==> src/rtl/uart_tx_arbiter.sv <==
// uart_tx_arbiter
// Round-robin arbiter that shares one UART transmitter between NUM_REQ
// byte producers. It latches the winning byte and baud select, raises
// tx_start, follows tx_ready through the frame and reports completion.

module uart_tx_arbiter #(
    parameter int NUM_REQ     = 4,
    parameter int ID_W        = $clog2(NUM_REQ),
    parameter int ARM_TIMEOUT = 16,
    parameter int GAP_CYCLES  = 2
) (
    input  logic                   uart_clock,
    input  logic                   uart_reset,
    input  logic [NUM_REQ-1:0]     req_valid,
    input  logic [8*NUM_REQ-1:0]   req_data,
    input  logic [2*NUM_REQ-1:0]   req_freq,
    output logic [NUM_REQ-1:0]     req_ack,
    input  logic                   tx_ready,
    output logic                   tx_start,
    output logic [7:0]             tx_data,
    output logic [1:0]             tx_freq_control,
    output logic                   done,
    output logic [ID_W-1:0]        done_id,
    output logic                   busy,
    output logic                   err,
    input  logic                   err_clear
);

    localparam int CNT_W = $clog2(ARM_TIMEOUT + 1);
    localparam int GAP_W = $clog2(GAP_CYCLES + 1);

    localparam logic [1:0] ST_IDLE = 2'd0;
    localparam logic [1:0] ST_ARM  = 2'd1;
    localparam logic [1:0] ST_BUSY = 2'd2;
    localparam logic [1:0] ST_GAP  = 2'd3;

    logic [1:0]       state;
    logic [ID_W-1:0]  last_id;
    logic [ID_W-1:0]  cur_id;
    logic [CNT_W-1:0] arm_cnt;
    logic [GAP_W-1:0] gap_cnt;

    logic             grant_found;
    logic [ID_W-1:0]  grant_id;
    logic [ID_W-1:0]  cand;
    logic             timeout_hit;

    // Search the valid bits starting one past the last granted requester.
    always_comb begin
        grant_found = 1'b0;
        grant_id    = '0;
        cand        = '0;
        for (int k = 1; k <= NUM_REQ; k++) begin
            cand = ID_W'((int'(last_id) + k) % NUM_REQ);
            if (!grant_found && req_valid[cand]) begin
                grant_found = 1'b1;
                grant_id    = cand;
            end
        end
    end

    // The transmitter never reacted to tx_start within the allowed window.
    always_comb begin
        timeout_hit = (state == ST_ARM) && tx_ready &&
                      (arm_cnt == CNT_W'(ARM_TIMEOUT - 1));
    end

    // Main sequencer: grant, arm the transmitter, track the frame, then gap.
    always_ff @(posedge uart_clock or negedge uart_reset) begin
        if (!uart_reset) begin
            state           <= ST_IDLE;
            last_id         <= ID_W'(NUM_REQ - 1);
            cur_id          <= '0;
            arm_cnt         <= '0;
            gap_cnt         <= '0;
            req_ack         <= '0;
            tx_start        <= 1'b0;
            tx_data         <= '0;
            tx_freq_control <= '0;
            done            <= 1'b0;
            done_id         <= '0;
            busy            <= 1'b0;
        end else begin
            req_ack <= '0;
            done    <= 1'b0;
            case (state)
                ST_IDLE: begin
                    if (tx_ready && grant_found) begin
                        tx_data         <= req_data[int'(grant_id) * 8 +: 8];
                        tx_freq_control <= req_freq[int'(grant_id) * 2 +: 2];
                        cur_id          <= grant_id;
                        req_ack         <= NUM_REQ'(1) << grant_id;
                        tx_start        <= 1'b1;
                        busy            <= 1'b1;
                        arm_cnt         <= '0;
                        state           <= ST_ARM;
                    end
                end
                ST_ARM: begin
                    if (!tx_ready) begin
                        tx_start <= 1'b0;
                        state    <= ST_BUSY;
                    end else if (timeout_hit) begin
                        tx_start <= 1'b0;
                        last_id  <= cur_id;
                        gap_cnt  <= '0;
                        state    <= ST_GAP;
                    end else begin
                        arm_cnt <= arm_cnt + CNT_W'(1);
                    end
                end
                ST_BUSY: begin
                    if (tx_ready) begin
                        done    <= 1'b1;
                        done_id <= cur_id;
                        last_id <= cur_id;
                        gap_cnt <= '0;
                        state   <= ST_GAP;
                    end
                end
                default: begin
                    if (gap_cnt == GAP_W'(GAP_CYCLES - 1)) begin
                        busy  <= 1'b0;
                        state <= ST_IDLE;
                    end else begin
                        gap_cnt <= gap_cnt + GAP_W'(1);
                    end
                end
            endcase
        end
    end

    // Sticky timeout flag; a new timeout beats a simultaneous clear.
    always_ff @(posedge uart_clock or negedge uart_reset) begin
        if (!uart_reset) begin
            err <= 1'b0;
        end else if (timeout_hit) begin
            err <= 1'b1;
        end else if (err_clear) begin
            err <= 1'b0;
        end
    end

endmodule

==> config.mk <==
export PLATFORM = sky130hd
export DESIGN_NAME = uart_tx_arbiter
export DESIGN_NICKNAME = d
export VERILOG_FILES = /design/src/rtl/uart_tx_arbiter.sv
export SDC_FILE = /design/constraint.sdc
export NUM_CORES = 1
export LEC_CHECK = 0
export CAP_MARGIN = 0
export CORE_AREA = 2 2 65 129
export DETAILED_ROUTE_END_ITERATION = 8
export DIE_AREA = 0 0 67 131
export GPL_TIMING_DRIVEN = 1
export PLACE_DENSITY_LB_ADDON = 0.12
export SYNTH_ARGS = -nofsm -noshare
export SYNTH_HDL_FRONTEND = slang
export SYNTH_SLANG_ARGS = --single-unit
==> constraint.sdc <==
create_clock -name uart_clock -period 2.4 [get_ports uart_clock]
set_input_delay 0.48 -clock uart_clock [delete_from_list [all_inputs] [get_ports uart_clock]]
set_output_delay 0.48 -clock uart_clock [all_outputs]
set_load 0.01 [all_outputs]
* Word level (Yosys, flattened, before mapping)
Cells that the tools add are included.
** Storage, ports and cells
- Register bits :: 33
- Output and inout port bits :: 20
** Operators by class
- $add $sub $neg :: 6
- $lt $le $gt $ge :: 4
- Equality and inequality tests :: 11
- Shifts and indexed selects :: 3
- Multiplexer cells :: 47
- Bitwise logic cells :: 2
- Reduce and logical (&&, ||, !) cells :: 24
** Operator list (count)
- two-way mux 2 bit :: 16
- indexed part select 32 x 6 -> 8 bit :: 1
- two-way mux 1 bit :: 16
- two-way mux 5 bit :: 3
- < comparator 2 x 3 -> 1 bit, second input constant :: 4
- case mux 2 bit (3 select lines) :: 2
- AND reduction 4 bit :: 3
- inequality test 2 bit, second input constant :: 5
- case mux 5 bit (2 select lines) :: 1
- binary-select mux 1 bit (select 2 bit) :: 4
- two-way mux 4 bit :: 2
- nonzero test 2 bit :: 4
- indexed part select 8 x 4 -> 2 bit :: 1
- adder 2 x 1 -> 2 bit, second input constant :: 3
- logical AND 1 bit :: 6
- AND reduction 3 bit :: 2
- adder 5 x 1 -> 5 bit, second input constant :: 1
- equality test 5 x 4 -> 1 bit, second input constant :: 1
- AND reduction 5 bit :: 1
- adder 2 bit, second input constant :: 2
- equality test 2 x 1 -> 1 bit, second input constant :: 2
- case mux 1 bit (2 select lines) :: 2
- case mux 2 bit (2 select lines) :: 1
- AND reduction 2 bit :: 2
- other kinds (9) :: 12

* Longest topological paths before layout
- Word-level depth :: 16
- Depth in mapped cells :: 9
- Mapped depth without buffers :: 8

* Least setup slack after synthesis
OpenSTA, ideal clock, no wires.
- Path type :: register -> register
- Start :: register last_id[1]
- End :: register tx_data[0]
- Setup time :: 0.132 ns
- Arrival :: 1.642 ns
- Data required time :: 2.268 ns
- Slack :: 0.627 ns
- Stages on the path, launching flop included :: 8
- Buffers on the path :: 2
- Clock period less this slack :: 1.773 ns
- Path through :: dfstp_2 buf_6 mux2i_1 o21ai_2 nor3_2 buf_6 mux2i_1 o221ai_2
** Between the ends
- Longest elaborated chain between the ends :: 15
** RTL lines
- start: declaration :: RTL line 38 : logic [ID_W-1:0] last_id;
- start signal: assignment :: RTL line 72 : last_id <= ID_W'(NUM_REQ - 1);
- start signal: assignment :: RTL line 105 : last_id <= cur_id;
- start signal: assignment :: RTL line 116 : last_id <= cur_id;
- branches (longest 15 deep; another with adder 2 x 1 -> 2 bit)
- end signal: assignment :: RTL line 89 : tx_data <= req_data[int'(grant_id) * 8 +: 8];
- end: declaration :: RTL line 20 : output logic [7:0] tx_data,
Parallel ways; which one is timed is not known. The select of a mux whose other input is x is not followed.
A chain may end at the register's enable or synchronous reset.

* Worst setup path after layout
- Start :: input req_valid[0]
- End :: register tx_data[4]
** Between the ends
- Longest elaborated chain between the ends :: 14
** RTL lines
- start: declaration :: RTL line 14 : input logic [NUM_REQ-1:0] req_valid,
- branches (longest 14 deep; another with binary-select mux 1 bit (select 2 bit))
Parallel ways; which one is timed is not known. The select of a mux whose other input is x is not followed.

==> flow_summary.yaml <==
cts:
  cts_root_buffer: "clkbuf_16"
  cts_tree: "yes"
  clock_path_buffers: 2
  clk_pin_slew_ns: 0.05
  cts_made_buffers: 5
  h-tree-depth: 2
  cts_resized: 0
  cts_sinks: 33
  postCtsHoldBufs: 0
  clk_latency_ns: 0.28
  postCtsSetupBuffers: 0
logic_synthesis:
  syn_area_sq_um: 1920
  synth_edf_count: 0
  avgSynthCellArea_sq_um: 10.5
  syn_inst: 183
  synth-simple-area-share: 0.136
  ys_top_cells_by_area: "dfrtp_1 (40%), mux2i_1 (11%), o221ai_2 (6.3%)"
  synth_flop_cell: "dfrtp_1"
  ys_ff_latch: 33
  synth.top_cells.by_count: "dfrtp_1 (31), nand2_1 (27), mux2i_1 (21)"
  ys_types: 43
  muxShareOfSynthArea: 0.133
  synth-xor-area-share: 0.00912
  yosysWarnings: 0
  postSynth.asyncResetShare: 1.00
  synth_top_area_frac: 0.404
  synthAdderAreaFrac: 0.0456
  synth_most_common_cell: "dfrtp_1"
  syn_nets: 238
  yosysSeqAreaShare: 0.431
  synth_top_family_by_area: "compound AO/OA/AOI/OAI gates"
  yosysTopAreaCell: "dfrtp_1"
  synth_compound_area_frac: 0.181
pwr:
  ir_drop_mv: 0.428
  p_leak_nw: 1.24
  p_per_area_nw_per_um2: 1040
worst_setup_path:
  crit_family: "buffers and inverters"
  required_ns: 2.55
  critPathSlowestCell: "clkdlybuf4s50_1"
  critPathLaunchType: "primary input"
  path_cells: "clkdlybuf4s50_1, nand3b_1, o21ai_2, nor3_4, buf_12, mux2i_1, o221ai_2"
  max_stage_delay_ns: 0.63
  critical_path_class: "in -> reg"
  worstSetupEndpointType: "register"
  worstPathMaxFanout: 20
  cp.buffers_inverters: 2
  arrival_ns: 2.20
sta:
  hold_viol_final: 0
  drv_slew: 0
  worst_pin_slew_ns: 0.472
  min_period_over_period: 0.855
  setup_viol: 0
  min_period_ns: 2.05
  slew_headroom: 0.685
  final.setup.tns_ns: 0
  skew_ns: 0.00569
  rsz0062_at_grt: "no"
  max_clock_freq_mhz: 488
global_route:
  grt_pass1_vias: 1732
  grt-ovfl-total: 0
  grt_max_degree: 34
  antenna_found_initial: 0
  grt_pass1_wl_um: 8290
  grt_use_total: 0.125
route:
  drt_first_iter_violations: 39
  drt_wl_total_um: 5030
  vias: 1639
  wl_per_cell_um: 14.2
  ant_nets: 0
  drc: 0
  firstDrtPassIters: 4
  vias_per_cell: 4.63
cells_and_area:
  nets: 312
  syn_to_final_growth_pct: 48.9
  drive_gt1_frac: 0.140
  fin_util: 0.365
  diodes: 0
floorplan:
  start_util: 0.245
  die_h_um: 131
  die_w_um: 67
  dieArea_sq_um: 8780
  coreArea_sq_um: 7830
  num_rows: 46
  pin_count: 68
run:
  cap_violations: 0
place:
  portBuffers: 67
  globalplace.congestion: 0.794
  hpwl_um: 3730
min_path:
  worst_hold_path_type: "reg -> reg"
outcome:
  status: "finished, final reports clean"
[worst paths after layout]
check	startpoint	end	slack, ns	cells past startpoint
max	req_valid[0]	tx_data[4]	0.35	7
max reg2reg	arm_cnt[0]	arm_cnt[3]	0.49	7
min in group asynchronous	uart_reset	arm_cnt[4]	0.63	2
max in group asynchronous	uart_reset	last_id[0]	1.42	2
min	gap_cnt[1]	gap_cnt[1]	0.48	2
min reg2reg	gap_cnt[1]	gap_cnt[1]	0.48	2
[worst min-delay path: cells and delay by family (launching register included)]
family / cells / cell delay (ns)
flops: 1 / 0.34
simple gates: 1 / 0.05
compound gates: 1 / 0.05
[per-stage QoR]
step	total power [mW]	worst slack (ns)	instance area (sq um)	std cells	hold WS (ns)
after floorplan	1.85	0.627	1920	183	0.184
after global placement	2.35	0.105	2720	346	0.460
after detailed placement	2.38	0.0157	2720	346	0.481
after CTS	3.02	0.324	2860	354	0.495
after global routing	3.23	0.241	2860	354	0.515
final	2.96	0.349	2860	354	0.483
[logic make-up after synthesis]
| kind of cell | after synthesis |
|---|---|
| adder cells (fa/ha/maj) | 7 |
| XOR/XNOR | 2 |
| buffers and inverters | 22 |
| multiplexers | 25 |
| AO/OA/AOI/OAI | 38 |
| flip-flops | 33 |
| AND/OR/NAND/NOR | 56 |
[routing by layer]
metal	vias to the layer above	share of wire	GRT usage
li1	799	-	-
met3	8	0.061	0.0308
met2	49	0.46	0.197
met1	783	0.45	0.158
met4	0	0.025	0.0588
met5	-	0	0
[area by class of cell]
class                      count  area (sq um)
clock buffer                   7           133
clock inverter                 1          5.00
fill                         836          4970
inverter                      13          48.8
multi-input combinational    128           975
sequential                    33           828
tap                           96           120
timing repair buffer          76           751
[sequential cells by signal, summed over array words and instances, names as in the netlist]
name / count
tx_freq_control: 2
req_ack: 4
tx_data: 8
gap_cnt: 2
err: 1
cur_id: 2
arm_cnt: 5
state: 2
last_id: 2
busy: 1
tx_start: 1
done: 1
done_id: 2
[report_power, final]
group          internal [mW]  switching (mW)  leakage (nW)
Combinational          0.732           0.689         0.752
Sequential             0.779           0.152         0.417
Clock                  0.383           0.226        0.0679
Total                   1.89            1.07          1.24
[cell usage in the layout (no fill, tap or decap), drive strengths merged, types with 2 or more instances in the layout]
| master | instances |
|---|---|
| a21oi | 3 |
| buf | 9 |
| a21o | 2 |
| mux2i | 21 |
| mux2 | 4 |
| nor3 | 2 |
| o221ai | 10 |
| nand3b | 2 |
| nand2 | 28 |
| ha | 7 |
| clkdlybuf4s50 | 67 |
| dfrtp | 31 |
| inv | 13 |
| nand2b | 3 |
| o21ai | 12 |
| dfstp | 2 |
| o22ai | 2 |
| nor4 | 2 |
| xor2 | 2 |
| nor2 | 12 |
| clkbuf | 7 |
Note: power is estimated with default switching activity, not from simulation.
